File: src/rtl/reg_error_scrubber.sv
// Error monitor and scrub sequencer for a bank of ECC-protected hash-pipeline registers.
// Counts correctable/uncorrectable events, writes back corrected data and stalls the pipeline.
module reg_error_scrubber #(
   parameter int unsigned P_NUM_REGS   = 8,
   parameter int unsigned P_CNT_WIDTH  = 8,
   parameter int unsigned P_SCRUB_WAIT = 2
) (
   input  logic                        clk,
   input  logic                        rstN,
   input  logic [P_NUM_REGS-1:0]       corr_err,
   input  logic [P_NUM_REGS-1:0]       uncorr_err,
   input  logic                        clr,
   output logic [P_NUM_REGS-1:0]       scrub_we,
   output logic                        pipe_stall,
   output logic [P_CNT_WIDTH-1:0]      corr_cnt,
   output logic [P_CNT_WIDTH-1:0]      uncorr_cnt,
   output logic [((P_NUM_REGS > 1) ? $clog2(P_NUM_REGS) : 1)-1:0] err_idx,
   output logic                        err_irq,
   output logic                        fatal
);

   localparam int unsigned IDX_W  = (P_NUM_REGS > 1) ? $clog2(P_NUM_REGS) : 1;
   localparam int unsigned WAIT_W = (P_SCRUB_WAIT > 1) ? $clog2(P_SCRUB_WAIT) : 1;
   localparam logic [P_CNT_WIDTH-1:0] CNT_MAX  = {P_CNT_WIDTH{1'b1}};
   localparam logic [WAIT_W-1:0]      WAIT_END = WAIT_W'(P_SCRUB_WAIT - 1);

   typedef enum logic [1:0] {
      S_IDLE  = 2'd0,
      S_SCRUB = 2'd1,
      S_WAIT  = 2'd2,
      S_FATAL = 2'd3
   } state_t;

   state_t                  state_q, state_d;
   logic [P_NUM_REGS-1:0]   corr_q, uncorr_q;
   logic                    clr_q;
   logic [WAIT_W-1:0]       wait_q, wait_d;
   logic [P_NUM_REGS-1:0]   scrub_we_q, scrub_we_d;
   logic [P_CNT_WIDTH-1:0]  corr_cnt_q, corr_cnt_d;
   logic [P_CNT_WIDTH-1:0]  uncorr_cnt_q, uncorr_cnt_d;
   logic [IDX_W-1:0]        err_idx_q, err_idx_d;
   logic                    err_irq_q, err_irq_d;
   logic                    fatal_q, fatal_d;
   logic                    uncorr_ev, corr_ev;
   logic [P_CNT_WIDTH-1:0]  corr_base, uncorr_base;

   // Lowest set bit of a per-register error vector.
   function automatic logic [IDX_W-1:0] lowest_idx(input logic [P_NUM_REGS-1:0] v);
      lowest_idx = '0;
      for (int i = P_NUM_REGS - 1; i >= 0; i--) begin
         if (v[i]) lowest_idx = IDX_W'(i);
      end
   endfunction

   // Input sampling stage; all decisions below use the registered copies.
   always_ff @(posedge clk or negedge rstN) begin
      if (!rstN) begin
         corr_q   <= '0;
         uncorr_q <= '0;
         clr_q    <= 1'b0;
      end else begin
         corr_q   <= corr_err;
         uncorr_q <= uncorr_err;
         clr_q    <= clr;
      end
   end

   always_ff @(posedge clk or negedge rstN) begin
      if (!rstN) begin
         state_q      <= S_IDLE;
         wait_q       <= '0;
         scrub_we_q   <= '0;
         corr_cnt_q   <= '0;
         uncorr_cnt_q <= '0;
         err_idx_q    <= '0;
         err_irq_q    <= 1'b0;
         fatal_q      <= 1'b0;
      end else begin
         state_q      <= state_d;
         wait_q       <= wait_d;
         scrub_we_q   <= scrub_we_d;
         corr_cnt_q   <= corr_cnt_d;
         uncorr_cnt_q <= uncorr_cnt_d;
         err_idx_q    <= err_idx_d;
         err_irq_q    <= err_irq_d;
         fatal_q      <= fatal_d;
      end
   end

   // Next-state and status update; clr zeroes status first, then the event is applied on top.
   always_comb begin
      state_d      = state_q;
      wait_d       = wait_q;
      scrub_we_d   = '0;
      uncorr_ev    = (|uncorr_q) && (state_q != S_FATAL);
      corr_ev      = (|corr_q) && (state_q == S_IDLE) && !uncorr_ev;
      corr_base    = clr_q ? '0 : corr_cnt_q;
      uncorr_base  = clr_q ? '0 : uncorr_cnt_q;
      corr_cnt_d   = corr_base;
      uncorr_cnt_d = uncorr_base;
      err_idx_d    = clr_q ? '0 : err_idx_q;
      err_irq_d    = err_irq_q && !clr_q;

      if (uncorr_ev) begin
         if (uncorr_base != CNT_MAX) uncorr_cnt_d = uncorr_base + P_CNT_WIDTH'(1);
         err_idx_d = lowest_idx(uncorr_q);
         err_irq_d = 1'b1;
      end else if (corr_ev) begin
         if (corr_base != CNT_MAX) corr_cnt_d = corr_base + P_CNT_WIDTH'(1);
         err_idx_d = lowest_idx(corr_q);
         err_irq_d = 1'b1;
      end

      case (state_q)
         S_IDLE: begin
            if (uncorr_ev) begin
               state_d = S_FATAL;
            end else if (corr_ev) begin
               state_d    = S_SCRUB;
               scrub_we_d = corr_q;
            end
         end
         S_SCRUB: begin
            wait_d  = '0;
            state_d = uncorr_ev ? S_FATAL : S_WAIT;
         end
         S_WAIT: begin
            if (uncorr_ev) begin
               state_d = S_FATAL;
            end else if (wait_q == WAIT_END) begin
               state_d = S_IDLE;
            end else begin
               wait_d = wait_q + WAIT_W'(1);
            end
         end
         S_FATAL: begin
            if (clr_q) state_d = S_IDLE;
         end
         default: state_d = S_IDLE;
      endcase

      fatal_d = (state_d == S_FATAL);
   end

   assign scrub_we   = scrub_we_q;
   assign pipe_stall = (state_q != S_IDLE);
   assign corr_cnt   = corr_cnt_q;
   assign uncorr_cnt = uncorr_cnt_q;
   assign err_idx    = err_idx_q;
   assign err_irq    = err_irq_q;
   assign fatal      = fatal_q;

endmodule
File: config.mk
export PLATFORM = sky130hd
export DESIGN_NAME = reg_error_scrubber
export DESIGN_NICKNAME = d
export VERILOG_FILES = /design/src/rtl/reg_error_scrubber.sv
export SDC_FILE = /design/constraint.sdc
export NUM_CORES = 1
export LEC_CHECK = 0
export ABC_AREA = 0
export CORE_MARGIN = 5
export CORE_UTILIZATION = 49
export CTS_CLUSTER_SIZE = 8
export DETAILED_ROUTE_END_ITERATION = 8
export GPL_ROUTABILITY_DRIVEN = 1
export PLACE_DENSITY_LB_ADDON = 0.2
export SETUP_SLACK_MARGIN = 0.15
export SLEW_MARGIN = 20
export SYNTH_ARGS = -nofsm -noshare
export SYNTH_HDL_FRONTEND = slang
export SYNTH_SLANG_ARGS = --single-unit
File: constraint.sdc
create_clock -name clk -period 3 [get_ports clk]
set_clock_uncertainty 0.05 [all_clocks]
set_input_delay 0.45 -clock clk [delete_from_list [all_inputs] [get_ports clk]]
set_output_delay 0.45 -clock clk [all_outputs]
set_load 0.05 [all_outputs]
==> metrics.csv <==
stage;metric;value;unit
layout;finish.net_count;273;
cts;cts_root_buf;clkbuf_8;
detailed_routing;route.detailed.drc;0;
die;die_height;76.5;um
setup_path;worst-path-max-fanout;11;
cts;cts_max_level;2;
layout;sequential_cell_area;1230;um2
timing;timing_worst_slew_pin_value;0.728;ns
timing;final_period_minus_worst_setup_slack;2.43;ns
power;comb_power_share;25.9;%
place;detailedPlace.worstSlack;0.723;ns
timing;finalSetupViolCount;0;
synthesis;seq_area_frac_synth;56.6;%
synthesis;synth-seq-cells;49;
timing;setup_ws;0.571;ns
synthesis;synth-xor-area-share;2.02;%
cts;path_clk_slew;0.09;ns
cts;clk_path_buf_depth;2;
synthesis;synth-compound-area-share;13.0;%
setup_path;regToRegSetupSlack;0.67;ns
layout;multiInputGateArea;891;um2
synthesis;synthFlopType;dfrtp_1;
power;power_report.internal_total;1.07;mW
detailed_routing;postRouteAntennaNets;0;
synthesis;synth_area_leaders;dfrtp_1 57%, nor2b_1 3.8%, nor2_1 2.9%;
power;switching_share;33.7;%
place;dp_hpwl;3060;um
power;max-vdd-ir-drop;470;uV
die;die_w;76.5;um
setup_path;cp.arrival;1.93;ns
die;design.die.area;5850;um2
cts;cts_post_setup_buffers_inserted;0;
power;pwr_density;572;nW/um2
synthesis;synth.area.mux_share;3.52;%
power;power_frac_seq;48.5;%
layout;antenna_cells_inserted;0;
power;p_total;1.61;mW
synthesis;yosys.area_share.simple;21.4;%
setup_path;worst_r2r_endpoint;corr_cnt[1];
setup_path;worst_setup_path_start_kind;flop;
cts;cts_tree;done;
cts;insertion_delay_of_the_later_clocked_pin_in_the_worst_skew_pair;0.30;ns
die;design.portCount;49;
cts;cts_resized;0;
worst_hold_path;worst_min_delay_path_category;in -> async;
synthesis;syn-mean-instance-area;11.0;um2
setup_path;timing.rr.start;clr_q;
detailed_routing;totalWireLength;4150;um
synthesis;synthesis.nets;218;
setup_path;timing.critical_path.to_type;output pin;
layout;layout-area-overhead-vs-synth;30.4;%
place;gp_congestion;0.801;
die;placementRows;24;
layout;post_route_cells_drive_above_1_share;8.30;%
cts;count_of_hold_fix_buffers_inserted_at_cts;0;
timing;timing_hold_violations_final;0;
synthesis;async_flop_share;100;%
flow_run;cap_viol_max_count;0;
synthesis;synth_area_leader_cell;dfrtp_1;
synthesis;post-synth-top-area-fraction;56.6;%
setup_path;timing.reg2reg.worst_path_depth;6;
detailed_routing;post_drt_wl_per_cell;13.6;um
setup_path;crit_required;2.50;ns
timing;final.period_utilization;81.0;%
timing;clock.fmax;412;MHz
status;run_status;finished, final reports clean;
global_route;grt_max_degree;50;
synthesis;synth-adder-area-share;1.16;%
place;placement.io_buffers;48;
detailed_routing;avgViaCountPerCell;5.43;
synthesis;number_of_enable_flip_flop_cells_after_synthesis;0;
detailed_routing;num_vias;1657;
detailed_routing;detail_route.first_pass.iterations;4;
cts;number_of_buffers_created_by_cts;5;
timing;slew_headroom;51.0;%
global_route;first_global_vias;1613;
setup_path;setup.worst_path.class;reg -> out;
layout;fillerInstances;346;
detailed_routing;first_iter_violations;70;
cts;clock_sink_count;49;
global_route;grt_overflow_total;0;
die;coreArea;4320;um2
timing;rsz0062_at_grt;no;
synthesis;number_of_unique_standard_cell_types_used_by_synthesis;42;
power;p_leak;1.19;nW
synthesis;synth_top_family_by_area;simple AND/OR/NAND/NOR gates;
power;net_switching_power;0.544;mW
synthesis;ys_warn_count;0;
synthesis;area_of_the_mapped_netlist;2170;um2
global_route;antenna_found_initial;0;
timing;slew_violations;0;
global_route;grt_pass1_wl;7250;um
timing;hold_ws;0.0931;ns
timing;timing.setup.tns;0;ns
power;clock_power_share;25.6;%
global_route;overall_global_routing_resource_usage;15.0;%
synthesis;syn_inst;197;
die;initial_utilization;50.1;%
==> state kept, by name, indices dropped and copies added (netlist names), 2 cells and up <==
name and cells:
uncorr_q 8, corr_cnt 8, scrub_we 8, err_idx 3, state_q 2, corr_q 8, uncorr_cnt 8
==> synthesized netlist by cell type, drive strengths merged, types with 5 or more instances <==
cell type   n
o21ai       8
nor2       17
nand2b      5
and2        9
a21oi      12
nor3        5
mux2        5
dfrtp      49
inv         9
nor2b      13
nand2       9
==> worst max-delay path: stages (launching register included) <==
cell	delay (ns)
dfrtp_1	0.52
or2_1	0.26
clkdlybuf4s50_1	0.84
==> power groups by stage <==
stage               sequential [mW]  clock [mW]  combinational (mW)
floorplan                     0.887           0               0.174
global placement              0.794           0               0.417
detailed placement            0.795           0               0.421
CTS                           0.783       0.428               0.422
global route                  0.795       0.447               0.453
finish                        0.783       0.414               0.417
==> layer usage <==
metal | vias up | track usage (%) | part of all wire [%]
li1 | 810 | - | -
met1 | 787 | 19.6 | 47
met2 | 51 | 23.9 | 46
met3 | 9 | 3.90 | 6.0
met4 | 0 | 5.94 | 1.8
met5 | - | 0 | 0
==> final cells by class <==
type	instances	area share, %
clock buffer	6	2.92
clock inverter	2	0.620
inverter	9	1.20
multi-input combinational	135	31.5
sequential	49	43.4
tap	52	2.30
timing repair buffer	52	18.0
==> cell usage in the layout (no fill, tap or decap), types with 2 or more instances in the layout <==
cell type        Yosys  final
xnor2_1              4      4
nor4_1               4      4
nand4b_1             2      2
nand3b_1             3      3
buf_4                0      5
inv_1                9      9
mux2i_1              2      2
o2111ai_1            2      2
mux2_1               2      2
nand2_1              9      9
ha_1                 2      2
o211ai_1             3      3
mux2_2               3      3
nor2_1              17     17
nor3b_1              2      2
nand2b_1             5      5
o21ai_0              8      8
nand4_1              3      3
a21oi_1             12     12
clkbuf_8             0      6
nor3_1               5      5
o221ai_1             3      3
and2_1               9      9
nor2b_1             13     13
clkdlybuf4s50_1      0     47
dfrtp_1             49     49
nand3_1              3      3
and3_1               2      2
o311ai_0             2      2
==> metrics by stage <==
stage          util [%]  instance area, um2  cells
6_report           65.3                2820    305
3_5_place_dp       62.9                2720    297
2_1_floorplan         -                2170    197
4_1_cts            65.2                2820    305
3_3_place_gp       62.9                2720    297
5_1_grt            65.3                2820    305
==> cells by family after synthesis <==
logic type	Yosys count
buf+inv	13
mux	7
fa+ha+maj	2
flops	49
compound gates	39
simple gates	82
xor+xnor	5
==> worst max path at each step <==
stage,from,endpoint,slack (ns),cells after the start
floorplan,corr_cnt[0],corr_cnt[1],0.80,6
global placement,uncorr_q[4],corr_cnt[1],0.76,4
detailed placement,uncorr_q[4],corr_cnt[1],0.72,4
CTS,state_q[1],pipe_stall,0.57,2
global route,state_q[1],pipe_stall,0.48,2
finish,state_q[1],pipe_stall,0.57,2
(Power assumes the default switching activity.)
